==> src/rtl/pu_pkg.sv <==
// Shared types and default parameter values for the pu_seq instruction sequencer.
package pu_pkg;

    typedef enum logic [1:0] {
        FETCH = 2'd0,
        EXEC  = 2'd1,
        HALT  = 2'd2
    } pu_state_e;

    localparam int          IW_DEF     = 16;
    localparam int          PCW_DEF    = 8;
    localparam int          DEPTH_DEF  = 4;
    localparam int unsigned RST_PC_DEF = 0;

endpackage

==> src/rtl/pu_stk.sv <==
// Return-address stack for pu_seq: LIFO of PCW-bit addresses, DEPTH entries.
module pu_stk #(
    parameter int PCW   = 8,
    parameter int DEPTH = 4
) (
    input  logic           clk,
    input  logic           rst,
    input  logic           push_i,
    input  logic           pop_i,
    input  logic [PCW-1:0] din_i,
    output logic [PCW-1:0] top_o,
    output logic           full_o,
    output logic           empty_o
);

    localparam int SPW  = $clog2(DEPTH + 1);
    localparam int IDXW = (DEPTH > 1) ? $clog2(DEPTH) : 1;

    logic [PCW-1:0] mem_q [DEPTH];
    logic [SPW-1:0] sp_q;
    logic [IDXW-1:0] wr_idx;
    logic [IDXW-1:0] top_idx;

    assign wr_idx  = IDXW'(sp_q);
    assign top_idx = IDXW'(sp_q - SPW'(1));
    assign full_o  = (sp_q == SPW'(DEPTH));
    assign empty_o = (sp_q == '0);
    assign top_o   = empty_o ? '0 : mem_q[top_idx];

    // Push and pop are exclusive requests; a request against full/empty is dropped.
    always_ff @(posedge clk) begin
        if (rst) begin
            sp_q <= '0;
        end else if (push_i && !full_o) begin
            mem_q[wr_idx] <= din_i;
            sp_q          <= sp_q + SPW'(1);
        end else if (pop_i && !empty_o) begin
            sp_q <= sp_q - SPW'(1);
        end
    end

endmodule

==> src/rtl/pu_seq.sv <==
// Instruction sequencer: fetch handshake, exec wait, PC update with call/return stack.
//   state | meaning
//   FETCH | imem_req high, wait for imem_ack, capture instruction
//   EXEC  | wait for ex_done, then apply one PC update
//   HALT  | stopped (halt request or stack fault) until rst
module pu_seq
    import pu_pkg::*;
#(
    parameter int          IW     = IW_DEF,
    parameter int          PCW    = PCW_DEF,
    parameter int          DEPTH  = DEPTH_DEF,
    parameter int unsigned RST_PC = RST_PC_DEF
) (
    input  logic           clk,
    input  logic           rst,
    output logic           imem_req,
    output logic [PCW-1:0] imem_addr,
    input  logic           imem_ack,
    input  logic [IW-1:0]  imem_rdata,
    output logic [IW-1:0]  ir,
    output logic           ir_valid,
    input  logic           ex_done,
    input  logic           jmp,
    input  logic           call,
    input  logic           ret,
    input  logic           halt,
    input  logic [PCW-1:0] jmp_addr,
    output logic [PCW-1:0] pc,
    output logic           halted,
    output logic           err
);

    pu_state_e      state_q;
    logic [PCW-1:0] pc_q;
    logic [IW-1:0]  ir_q;
    logic           ir_valid_q;
    logic           halted_q;
    logic           err_q;

    logic           done_ex;
    logic           stk_push;
    logic           stk_pop;
    logic           stk_full;
    logic           stk_empty;
    logic [PCW-1:0] stk_top;
    logic [PCW-1:0] pc_inc;

    assign pc_inc   = pc_q + PCW'(1);
    assign done_ex  = (state_q == EXEC) && ex_done;
    assign stk_pop  = done_ex && !halt && ret;
    assign stk_push = done_ex && !halt && !ret && call;

    pu_stk #(
        .PCW   (PCW),
        .DEPTH (DEPTH)
    ) u_stk (
        .clk     (clk),
        .rst     (rst),
        .push_i  (stk_push),
        .pop_i   (stk_pop),
        .din_i   (pc_inc),
        .top_o   (stk_top),
        .full_o  (stk_full),
        .empty_o (stk_empty)
    );

    // Gated by rst so the request drops in the same cycle reset is raised.
    assign imem_req  = (state_q == FETCH) && !rst;
    assign imem_addr = pc_q;
    assign pc        = pc_q;
    assign ir        = ir_q;
    assign ir_valid  = ir_valid_q;
    assign halted    = halted_q;
    assign err       = err_q;

    always_ff @(posedge clk) begin
        if (rst) begin
            state_q    <= FETCH;
            pc_q       <= PCW'(RST_PC);
            ir_q       <= '0;
            ir_valid_q <= 1'b0;
            halted_q   <= 1'b0;
            err_q      <= 1'b0;
        end else begin
            ir_valid_q <= 1'b0;
            case (state_q)
                FETCH: begin
                    if (imem_ack) begin
                        ir_q       <= imem_rdata;
                        ir_valid_q <= 1'b1;
                        state_q    <= EXEC;
                    end
                end
                EXEC: begin
                    if (ex_done) begin
                        if (halt) begin
                            state_q  <= HALT;
                            halted_q <= 1'b1;
                        end else if (ret) begin
                            if (stk_empty) begin
                                err_q    <= 1'b1;
                                halted_q <= 1'b1;
                                state_q  <= HALT;
                            end else begin
                                pc_q    <= stk_top;
                                state_q <= FETCH;
                            end
                        end else if (call) begin
                            if (stk_full) begin
                                err_q    <= 1'b1;
                                halted_q <= 1'b1;
                                state_q  <= HALT;
                            end else begin
                                pc_q    <= jmp_addr;
                                state_q <= FETCH;
                            end
                        end else if (jmp) begin
                            pc_q    <= jmp_addr;
                            state_q <= FETCH;
                        end else begin
                            pc_q    <= pc_inc;
                            state_q <= FETCH;
                        end
                    end
                end
                default: begin
                    state_q <= HALT;
                end
            endcase
        end
    end

endmodule

==> config.mk <==
export PLATFORM = sky130hd
export DESIGN_NAME = pu_seq
export DESIGN_NICKNAME = d
export VERILOG_FILES = /design/src/rtl/pu_pkg.sv /design/src/rtl/pu_stk.sv /design/src/rtl/pu_seq.sv
export SDC_FILE = /design/constraint.sdc
export NUM_CORES = 1
export LEC_CHECK = 0
export CAP_MARGIN = 20
export CORE_MARGIN = 2
export CORE_UTILIZATION = 45
export DETAILED_ROUTE_END_ITERATION = 6
export GPL_ROUTABILITY_DRIVEN = 0
export PLACE_DENSITY = 0.69
export SYNTH_ARGS = -nofsm -noshare
export SYNTH_HDL_FRONTEND = slang
export SYNTH_SLANG_ARGS = --single-unit
==> constraint.sdc <==
create_clock -name clk -period 3.1 [get_ports clk]
set_clock_uncertainty 0.15 [all_clocks]
set_input_delay 0.62 -clock clk [delete_from_list [all_inputs] [get_ports clk]]
set_output_delay 0.62 -clock clk [all_outputs]
set_load 0.005 [all_outputs]
==> results.json, run 1 <==
{
  "critPathMaxFanout": 3,
  "synthesis.instances": 265,
  "synth_top_cells_by_area": "sky130_fd_sc_hd__edfxtp_1, sky130_fd_sc_hd__dfxtp_1, sky130_fd_sc_hd__mux4_2",
  "synthDominantCellAreaShare": 0.334,
  "ant_nets": 0,
  "slew_limit_headroom": 0.682,
  "max_freq_mhz": 395,
  "detailed_router_s_first_iteration_violation_count": 69,
  "postSynthRegisterBits": 64,
  "timing.final.ws_setup_ps": 571,
  "synth_simple_gate_area_share": 0.164,
  "tritoncts_num_sinks": 64,
  "firstDrtPassIters": 4,
  "grt_overflow": 0,
  "cp.required_ps": 2330,
  "dominant_combinational_cell_family_by_area_after_synthesis": "simple AND/OR/NAND/NOR gates",
  "synth_fa_ha_area_frac": 0.0261,
  "drt_drc_violations_left": 0,
  "setup-tns-final_ps": 0,
  "wire_per_inst_um": 16.7,
  "multiInputGateArea_mm2": 0.00112,
  "ys_async_sr_fraction": 0,
  "maximum_number_of_pins_on_one_net_before_global_route_repair": 22,
  "seq_area_mm2": 0.00160,
  "finalSetupViolations": 0,
  "final_core_utilization": 0.607,
  "max-clock-path-buffers": 2,
  "clkLatencyLatePin_ps": 340,
  "antenna_found_initial": 0,
  "drt-total-wl_mm": 6.83,
  "seq_area_frac_synth": 0.557,
  "chipHeight_um": 83.9,
  "layout.cell_area.non_filler_mm2": 0.00381,
  "placedInstanceArea_mm2": 0.00358,
  "synth_nets": 303,
  "synth_area_mm2": 0.00287,
  "pin_count": 68,
  "setup.worst_path.end": "imem_req",
  "n_fill_cell": 525,
  "first_global_vias": 2172,
  "global_route_usage_over_all_layers": 0.205,
  "routed_via_density": 5.34,
  "cell_taking_the_most_area_after_synthesis": "sky130_fd_sc_hd__edfxtp_1",
  "outcome": "completed",
  "worst_r2r_endpoint": "u_stk.mem_q[1][5]$_DFFE_PP_",
  "buffers_inserted_by_post_cts_timing_repair": 0,
  "worst_path_class_setup": "input port to primary output",
  "timing.final.hold_violations": 0,
  "ratio_of_final_minimum_period_to_clock_period": 0.816,
  "fp.coreArea_mm2": 0.00628,
  "dp_hpwl_mm": 5.05,
  "fin_worst_hold_slack_ps": 304,
  "cts.repair.resized": 0,
  "timing.final.crit_period_ps": 2530,
  "worst_r2r_startpoint": "u_stk.sp_q[1]$_SDFFE_PP0P_",
  "cts-root-buf": "sky130_fd_sc_hd__clkbuf_8",
  "end_kind": "primary output",
  "die_w_um": 83.9,
  "starting_density": 0.458,
  "power.density_cell_area_mw_per_mm2": 501,
  "grt_first_pass_wirelength_mm": 11.1,
  "most_used_flip_flop_cell_after_synthesis": "sky130_fd_sc_hd__edfxtp_1",
  "detailroute.via_count": 2190,
  "complex_gate_fraction_of_the_synthesized_area": 0.111,
  "post_route_cells_drive_above_1_share": 0.114,
  "worst_r2r_path_depth": 6,
  "clk_pin_slew_ps": 70,
  "final_nets": 366,
  "worstMarginPinSlew_ps": 474,
  "htree_num_levels": 3,
  "holdCritPathClass": "register to register",
  "synth-edff-count": 32,
  "cts_buffers": 9,
  "avgSynthCellArea_um2": 10.8,
  "ys.warnings.count": 0,
  "power.static_leakage_nw": 1.35,
  "hold_fix_buffers_cts": 0,
  "crit_arrival_ps": 1760,
  "power.ir.vdd_worst_mv": 0.350,
  "post_synth_num_cell_types": 46,
  "drv_cap": 0,
  "synth_mux_area_frac": 0.0706,
  "antenna_cells_inserted": 0,
  "place_worst_setup_slack_ps": 328,
  "cts_tree": "yes",
  "critical_path.startpoint": "rst",
  "setup_repair_after_global_routing_missed_its_margin": "false",
  "post_synth_xor_area_fraction": 0.0183,
  "final-max-slew-violation-count": 0,
  "reg2reg_setup_slack_ps": 880,
  "layout-area-overhead-vs-synth_pct": 32.7,
  "place.port_buffers": 67,
  "dieArea_mm2": 0.00704,
  "row_count": 29,
  "timing.critical_path.from_type": "input port"
}
-- kinds of logic (layout without fill, tap and decap cells) --
family | count (synthesis) | count (layout)
simple gates | 99 | 99
flops | 64 | 64
compound gates | 49 | 49
buf+inv | 31 | 99
mux | 10 | 10
fa+ha+maj | 6 | 6
xor+xnor | 6 | 6
-- critical path, cell delays in order --
cell and delay, ps:
sky130_fd_sc_hd__clkdlybuf4s50_1 450, sky130_fd_sc_hd__nor3_1 150, sky130_fd_sc_hd__clkdlybuf4s50_1 530
-- power by group --
group | internal, W | leakage [nW] | switching (W)
logic | 0.000104 | 0.663 | 0.0000786
clock network | 0.000487 | 0.122 | 0.000320
registers | 0.000904 | 0.563 | 0.0000154
total | 0.00150 | 1.35 | 0.000414
-- state kept, by name (all words and copies together), names as in the netlist --
name         flops
halted           1
u_stk.sp_q       3
u_stk.mem_q     32
state_q          2
err              1
imem_addr        8
ir              16
ir_valid         1
-- metal layers --
metal	vias to the layer above	wire, µm	global-route usage
li1	1071	-	-
met5	-	0	0
met4	0	36	0.0484
met2	50	3590	0.352
met3	4	251	0.0574
met1	1065	2960	0.256
-- worst min path at each step --
stage | startpoint | end | depth (start not counted)
2_1_floorplan | ir[0]$_SDFFE_PP0P_ | ir[0]$_SDFFE_PP0P_ | 2
3_3_place_gp | ir[14]$_SDFFE_PP0P_ | ir[14]$_SDFFE_PP0P_ | 2
3_5_place_dp | ir[9]$_SDFFE_PP0P_ | ir[9]$_SDFFE_PP0P_ | 2
4_1_cts | ir[9]$_SDFFE_PP0P_ | ir[9]$_SDFFE_PP0P_ | 2
5_1_grt | ir[9]$_SDFFE_PP0P_ | ir[9]$_SDFFE_PP0P_ | 2
6_report | ir[7]$_SDFFE_PP0P_ | ir[7]$_SDFFE_PP0P_ | 2
-- final cells by class --
type	count	area share
multi-input cells	170	0.294
clock buffers	13	0.0499
inverters	8	0.00788
repair buffers	75	0.192
clock inverters	3	0.0112
flip-flops and latches	64	0.420
well taps	77	0.0253
-- cell usage after synthesis, drive strengths merged, types with 2 or more instances --
library cell / count
nand3: 5
ha: 6
nor2b: 2
mux2: 2
a311oi: 3
xor2: 2
a31oi: 4
or2: 2
a21oi: 20
inv: 8
a211oi: 2
edfxtp: 32
o21ai: 5
nor4: 2
or3: 3
nor2: 17
dfxtp: 32
clkbuf: 12
nand2b: 3
o21bai: 3
mux4: 8
nand2: 47
o221ai: 2
buf: 11
xnor2: 4
a221o: 2
nor3: 5
and2: 6
-- per-stage QoR --
stage	std cells	power (W)
after floorplan	265	0.00101
after global placement	394	0.00112
after detailed placement	394	0.00112
after CTS	410	0.00192
after global routing	410	0.00199
final	410	0.00191
-- cell usage in the layout, fill, tap and decap left out, drive strengths merged, types with 6 or more instances in the layout --
| cell | instances |
|---|---|
| a21oi | 20 |
| and2 | 6 |
| buf | 8 |
| clkbuf | 13 |
| clkdlybuf4s50 | 67 |
| dfxtp | 32 |
| edfxtp | 32 |
| ha | 6 |
| inv | 10 |
| mux4 | 8 |
| nand2 | 47 |
| nor2 | 17 |
Note: power is estimated with default switching activity, not from simulation.
==> inputs of run 2 (changes only) <==
PLACE_DENSITY = 0.72   (was 0.69)
clock period = 2.2 ns   (was 3.1 ns; I/O delays follow)
==> run 2 against run 1 <==
Effect of this change: sequential share of layout area down 1.4 points; utilization rose by 2.1 points; first-iteration DRC count rose by 110%; largest cell class unchanged; final cell count grew 3.2%; wire length decreased by 5.6%; critical endpoint is now imem_addr[7]$_SDFFE_PP0P_; via count up 0.73%; clock-buffer cell count decreased by 1; clock power rose by 30%.
==> results.json, run 2 (synthesis gave the netlist of run 1 again) <==
{
  "detailed_router_s_first_iteration_violation_count": 147,
  "setup_repair_after_global_routing_missed_its_margin": "false",
  "seq_area_mm2": 0.00160,
  "power.density_cell_area_mw_per_mm2": 660,
  "worst_path_class_setup": "register to register",
  "dp_hpwl_mm": 4.71,
  "cts_buffers": 9,
  "timing.critical_path.max_delay_family": "simple AND/OR/NAND/NOR gates",
  "routed_via_density": 5.22,
  "reg2reg_setup_slack_ps": 140,
  "drt_drc_violations_left": 0,
  "placedInstanceArea_mm2": 0.00373,
  "layout-area-overhead-vs-synth_pct": 37.3,
  "place_worst_setup_slack_ps": -106,
  "pin_count": 68,
  "clkLatencyLatePin_ps": 340,
  "maximum_number_of_pins_on_one_net_before_global_route_repair": 24,
  "final_core_utilization": 0.628,
  "drt-total-wl_mm": 6.45,
  "timing.final.hold_violations": 0,
  "timing.final.ws_setup_ps": 138,
  "place.port_buffers": 67,
  "endpoint_of_the_worst_hold_path": "ir[7]$_SDFFE_PP0P_",
  "fp.coreArea_mm2": 0.00628,
  "chipHeight_um": 83.9,
  "cp_num_buf_inv": 1,
  "layout.cell_area.non_filler_mm2": 0.00395,
  "htree_num_levels": 3,
  "max-clock-path-buffers": 2,
  "power.ir.vdd_worst_mv": 0.559,
  "hold_fix_buffers_cts": 0,
  "row_count": 29,
  "largest_register": "u_stk.mem_q",
  "crit_chain": "inv_1 -> ha_1 -> and4b_1 -> or3_4 -> a221o_1 -> a31oi_1",
  "final_cell_mix": "sky130_fd_sc_hd__clkdlybuf4s50_1, sky130_fd_sc_hd__nand2_1, sky130_fd_sc_hd__dfxtp_1, sky130_fd_sc_hd__edfxtp_1, sky130_fd_sc_hd__a21oi_1",
  "detailroute.via_count": 2206,
  "outcome": "completed",
  "antenna_found_initial": 0,
  "worst_path_max_delay_cell": "sky130_fd_sc_hd__or3_4",
  "end_kind": "register",
  "firstDrtPassIters": 4,
  "ant_nets": 0,
  "largest_reg_flops": 32,
  "cp.required_ps": 2320,
  "max_freq_mhz": 485,
  "holdCritPathClass": "register to register",
  "tritoncts_num_sinks": 64,
  "worst_r2r_endpoint": "imem_addr[7]$_SDFFE_PP0P_",
  "finalSetupViolations": 0,
  "critical-path-max-stage-delay_ps": 390,
  "ratio_of_final_minimum_period_to_clock_period": 0.937,
  "slew_limit_headroom": 0.704,
  "first_global_vias": 2162,
  "post_route_cells_drive_above_1_share": 0.147,
  "hold_path.startpoint": "ir[7]$_SDFFE_PP0P_",
  "cts_tree": "yes",
  "crit_arrival_ps": 2180,
  "fin_worst_hold_slack_ps": 303,
  "mostFrequentLayoutCell": "sky130_fd_sc_hd__clkdlybuf4s50_1",
  "timing.final.crit_period_ps": 2060,
  "setup-tns-final_ps": 0,
  "worstMarginPinSlew_ps": 441,
  "worst_r2r_startpoint": "u_stk.sp_q[1]$_SDFFE_PP0P_",
  "multiInputGateArea_mm2": 0.00112,
  "dieArea_mm2": 0.00704,
  "final-max-slew-violation-count": 0,
  "final_nets": 379,
  "n_fill_cell": 516,
  "drv_cap": 0,
  "antenna_cells_inserted": 0,
  "grt_first_pass_wirelength_mm": 10.6,
  "die_w_um": 83.9,
  "clk_pin_slew_ps": 70,
  "wire_per_inst_um": 15.2,
  "global_route_usage_over_all_layers": 0.193,
  "timing.critical_path.from_type": "register",
  "min_path_cells": 2,
  "cts-root-buf": "sky130_fd_sc_hd__clkbuf_8",
  "power.static_leakage_nw": 1.42,
  "starting_density": 0.458,
  "critPathMaxFanout": 6,
  "grt_overflow": 0,
  "worst_r2r_path_depth": 6
}
[run 2: cell count changes in the layout (fill, tap and decap cells not counted), sizes merged]
cell and change:
inv -1, clkbuf -1, clkdlybuf4s50 -1, dlygate4sd2 +1, bufinv -1, clkinv +3
buf +13
[run 2: tightest hold or removal path: stages, from the launching register on]
cell                      delay, ps
sky130_fd_sc_hd__dfxtp_1        310
sky130_fd_sc_hd__nand2_1         50
sky130_fd_sc_hd__a21oi_1         50
[run 2: cell type report]
type,instances,area share
clock buffer,12,0.0476
clock inverter,4,0.00793
inverter,8,0.00761
multi-input combinational,170,0.284
sequential,64,0.406
tap,77,0.0244
timing repair buffer,88,0.222
[run 2: where the power goes]
group / leakage [nW] / total [W] / internal [W] / switching (W)
Clock: 0.113 / 0.00105 / 0.000583 / 0.000465
Sequential: 0.563 / 0.00129 / 0.00127 / 0.0000205
Combinational: 0.743 / 0.000264 / 0.000154 / 0.000110
Total: 1.42 / 0.00261 / 0.00201 / 0.000596
[run 2: worst max-delay path by stage]
stage | from | endpoint | depth (start not counted)
after floorplan | u_stk.sp_q[0]$_SDFFE_PP0P_ | imem_addr[6]$_SDFFE_PP0P_ | 7
after global routing | u_stk.sp_q[1]$_SDFFE_PP0P_ | u_stk.mem_q[1][6]$_DFFE_PP_ | 7
final | u_stk.sp_q[1]$_SDFFE_PP0P_ | imem_addr[7]$_SDFFE_PP0P_ | 6
after detailed placement | ret | imem_addr[7]$_SDFFE_PP0P_ | 5
after global placement | ret | imem_addr[6]$_SDFFE_PP0P_ | 5
after CTS | u_stk.sp_q[1]$_SDFFE_PP0P_ | imem_addr[7]$_SDFFE_PP0P_ | 6
[run 2: per-layer routing]
metal | wire length (µm) | global-route usage
met5 | 0 | 0
met4 | 76 | 0.0572
met3 | 280 | 0.0653
met2 | 3280 | 0.305
met1 | 2810 | 0.251
[run 2: per-stage QoR]
step / total power, W / instances
2_1_floorplan: 0.00143 / 265
3_3_place_gp: 0.00158 / 407
3_5_place_dp: 0.00159 / 407
4_1_cts: 0.00264 / 423
5_1_grt: 0.00273 / 423
6_report: 0.00261 / 423
[run 2: timing repair]
| item | CTS | global route |
|---|---|---|
| setup buffers | 0 | 0 |
| endpoints found under the setup margin | 1 | 0 |
| gates resized for setup | 1 | 0 |
==> inputs of run 3 (changes only) <==
GPL_ROUTABILITY_DRIVEN = default   (was 0)
PLACE_DENSITY = 0.69   (was 0.72)
clock period = 2.1 ns   (was 2.2 ns; I/O delays follow)
==> run 3 against run 2 <==
Effect of this change: clock-buffer cell count is the same; sequential power grew 5%; non-clock buffer count grew 6; final cell count grew 1.4%; utilization shrank 0.14 points; register-to-register slack lost 30 ps; wire length grew 3.1%; global-route usage grew 0.57 points; clock power shrank 19%; via count grew 1.1%.
==> results.json, run 3 (synthesis gave the netlist of run 1 again) <==
{
  "outcome": "completed",
  "drv_cap": 0,
  "timing.critical_path.from_type": "input port",
  "ratio_of_final_minimum_period_to_clock_period": 0.968,
  "worst_r2r_startpoint": "u_stk.sp_q[1]$_SDFFE_PP0P_",
  "wire_per_inst_um": 15.5,
  "crit_arrival_ps": 2140,
  "placedInstanceArea_mm2": 0.00377,
  "drt_drc_violations_left": 0,
  "slew_limit_headroom": 0.703,
  "max_freq_mhz": 492,
  "place_worst_setup_slack_ps": -297,
  "internal-power_w": 0.00192,
  "netSwitchingPower_w": 0.000571,
  "worstMarginPinSlew_ps": 443,
  "netSwitchingFraction": 0.229,
  "detailroute.via_count": 2231,
  "maximum_number_of_pins_on_one_net_before_global_route_repair": 19,
  "critical_path.startpoint": "halt",
  "first_global_vias": 2187,
  "timing.final.crit_period_ps": 2030,
  "clkLatencyLatePin_ps": 330,
  "max-clock-path-buffers": 2,
  "tritoncts_num_sinks": 64,
  "ant_nets": 0,
  "layout-area-overhead-vs-synth_pct": 37.0,
  "cp.required_ps": 2210,
  "power.clock.fraction": 0.341,
  "cts-root-buf": "sky130_fd_sc_hd__clkbuf_8",
  "worst_path_class_setup": "input port to register",
  "pin_count": 68,
  "setup-tns-final_ps": 0,
  "grt_overflow": 0,
  "antenna_found_initial": 0,
  "finalSetupViolations": 0,
  "fp.coreArea_mm2": 0.00628,
  "cp_num_buf_inv": 1,
  "cts_buffers": 9,
  "antenna_cells_inserted": 0,
  "end_kind": "register",
  "setup_repair_after_global_routing_missed_its_margin": "false",
  "hold_path.startpoint": "ir[15]$_SDFFE_PP0P_",
  "holdCritPathClass": "register to register",
  "largest_register": "u_stk.mem_q",
  "htree_num_levels": 3,
  "grt_first_pass_wirelength_mm": 10.8,
  "crit_chain": "clkdlybuf4s50_1 -> nand4bb_2 -> or3_4 -> a221o_1 -> a31oi_1",
  "chipHeight_um": 83.9,
  "clk_pin_slew_ps": 70,
  "final_cell_mix": "sky130_fd_sc_hd__clkdlybuf4s50_1, sky130_fd_sc_hd__nand2_1, sky130_fd_sc_hd__edfxtp_1",
  "critical-path-max-stage-delay_ps": 460,
  "power.ir.vdd_worst_mv": 0.457,
  "row_count": 29,
  "largest_reg_flops": 32,
  "firstDrtPassIters": 4,
  "detailed_router_s_first_iteration_violation_count": 177,
  "dieArea_mm2": 0.00704,
  "mostFrequentLayoutCell": "sky130_fd_sc_hd__clkdlybuf4s50_1",
  "routed_via_density": 5.20,
  "timing.critical_path.max_delay_family": "simple AND/OR/NAND/NOR gates",
  "final-max-slew-violation-count": 0,
  "final_nets": 385,
  "buffers_inserted_by_post_cts_timing_repair": 0,
  "place_congestion": 0.795,
  "timing.final.hold_violations": 0,
  "power_frac_comb": 0.114,
  "drt-total-wl_mm": 6.65,
  "fin_worst_hold_slack_ps": 304,
  "timing.final.ws_setup_ps": 68.2,
  "power.density_cell_area_mw_per_mm2": 633,
  "dp_hpwl_mm": 4.89,
  "post_route_cells_drive_above_1_share": 0.159,
  "die_w_um": 83.9,
  "critPathMaxFanout": 5,
  "starting_density": 0.458,
  "worst_path_max_delay_cell": "sky130_fd_sc_hd__or3_4",
  "place.port_buffers": 67,
  "power.share.sequential": 0.544,
  "final_core_utilization": 0.627,
  "cts_tree": "yes",
  "global_route_usage_over_all_layers": 0.198,
  "power.static_leakage_nw": 1.41,
  "layout.cell_area.non_filler_mm2": 0.00394
}
[run 3: cell count changes in the layout (fill, tap and decap cells not counted), moves of 2 or more]
cell / previous run / this run
sky130_fd_sc_hd__clkbuf_16: 2 / 0
sky130_fd_sc_hd__clkbuf_1: 0 / 3
sky130_fd_sc_hd__buf_4: 17 / 23
sky130_fd_sc_hd__clkinv_4: 2 / 0
[run 3: layout make-up]
class                   count  area, µm²
well taps                  77       96.3
fillers                   521       2340
repair buffers             94        922
clock inverters             4       21.3
multi-input cells         170       1130
clock buffers              12        135
flip-flops and latches     64       1600
inverters                   8       30.0
[run 3: worst paths after layout]
path | depth (start not counted) | endpoint | slack, ps
worst max-delay path | 5 | imem_addr[6]$_SDFFE_PP0P_ | 70
worst min-delay path | 2 | ir[15]$_SDFFE_PP0P_ | 300
worst max register to register | 6 | imem_addr[6]$_SDFFE_PP0P_ | 110
worst min register to register | 2 | ir[15]$_SDFFE_PP0P_ | 300
[run 3: repair_timing]
item                       4_1_cts  5_1_grt
gates resized for setup          1        2
setup endpoints to repair        1       10
cloned                           0        0
hold buffers                     0        0
[run 3: tightest hold or removal path, stage by stage (launching register included)]
cell and delay, ps:
sky130_fd_sc_hd__dfxtp_1 310, sky130_fd_sc_hd__nand2_1 50, sky130_fd_sc_hd__a21oi_1 50
[run 3: per-layer routing]
metal  vias up  global-route usage  routed length [µm]
met2        52               0.327                3360
li1       1108                   -                   -
met4         0              0.0601                  59
met5         -                   0                   0
met1      1065               0.258                3000
met3         6              0.0504                 227
[run 3: power by group through the flow]
stage	logic, W	registers, W	clock network (W)
finish	0.000285	0.00136	0.000851
detailed placement	0.000285	0.00138	0
floorplan	0.000115	0.00138	0
global placement	0.000282	0.00138	0
CTS	0.000286	0.00136	0.000875
global route	0.000311	0.00136	0.000945
[run 3: metrics by stage]
| step | std cells | power, W |
|---|---|---|
| floorplan | 265 | 0.00150 |
| global placement | 413 | 0.00166 |
| detailed placement | 413 | 0.00167 |
| CTS | 429 | 0.00252 |
| global route | 429 | 0.00262 |
| finish | 429 | 0.00249 |
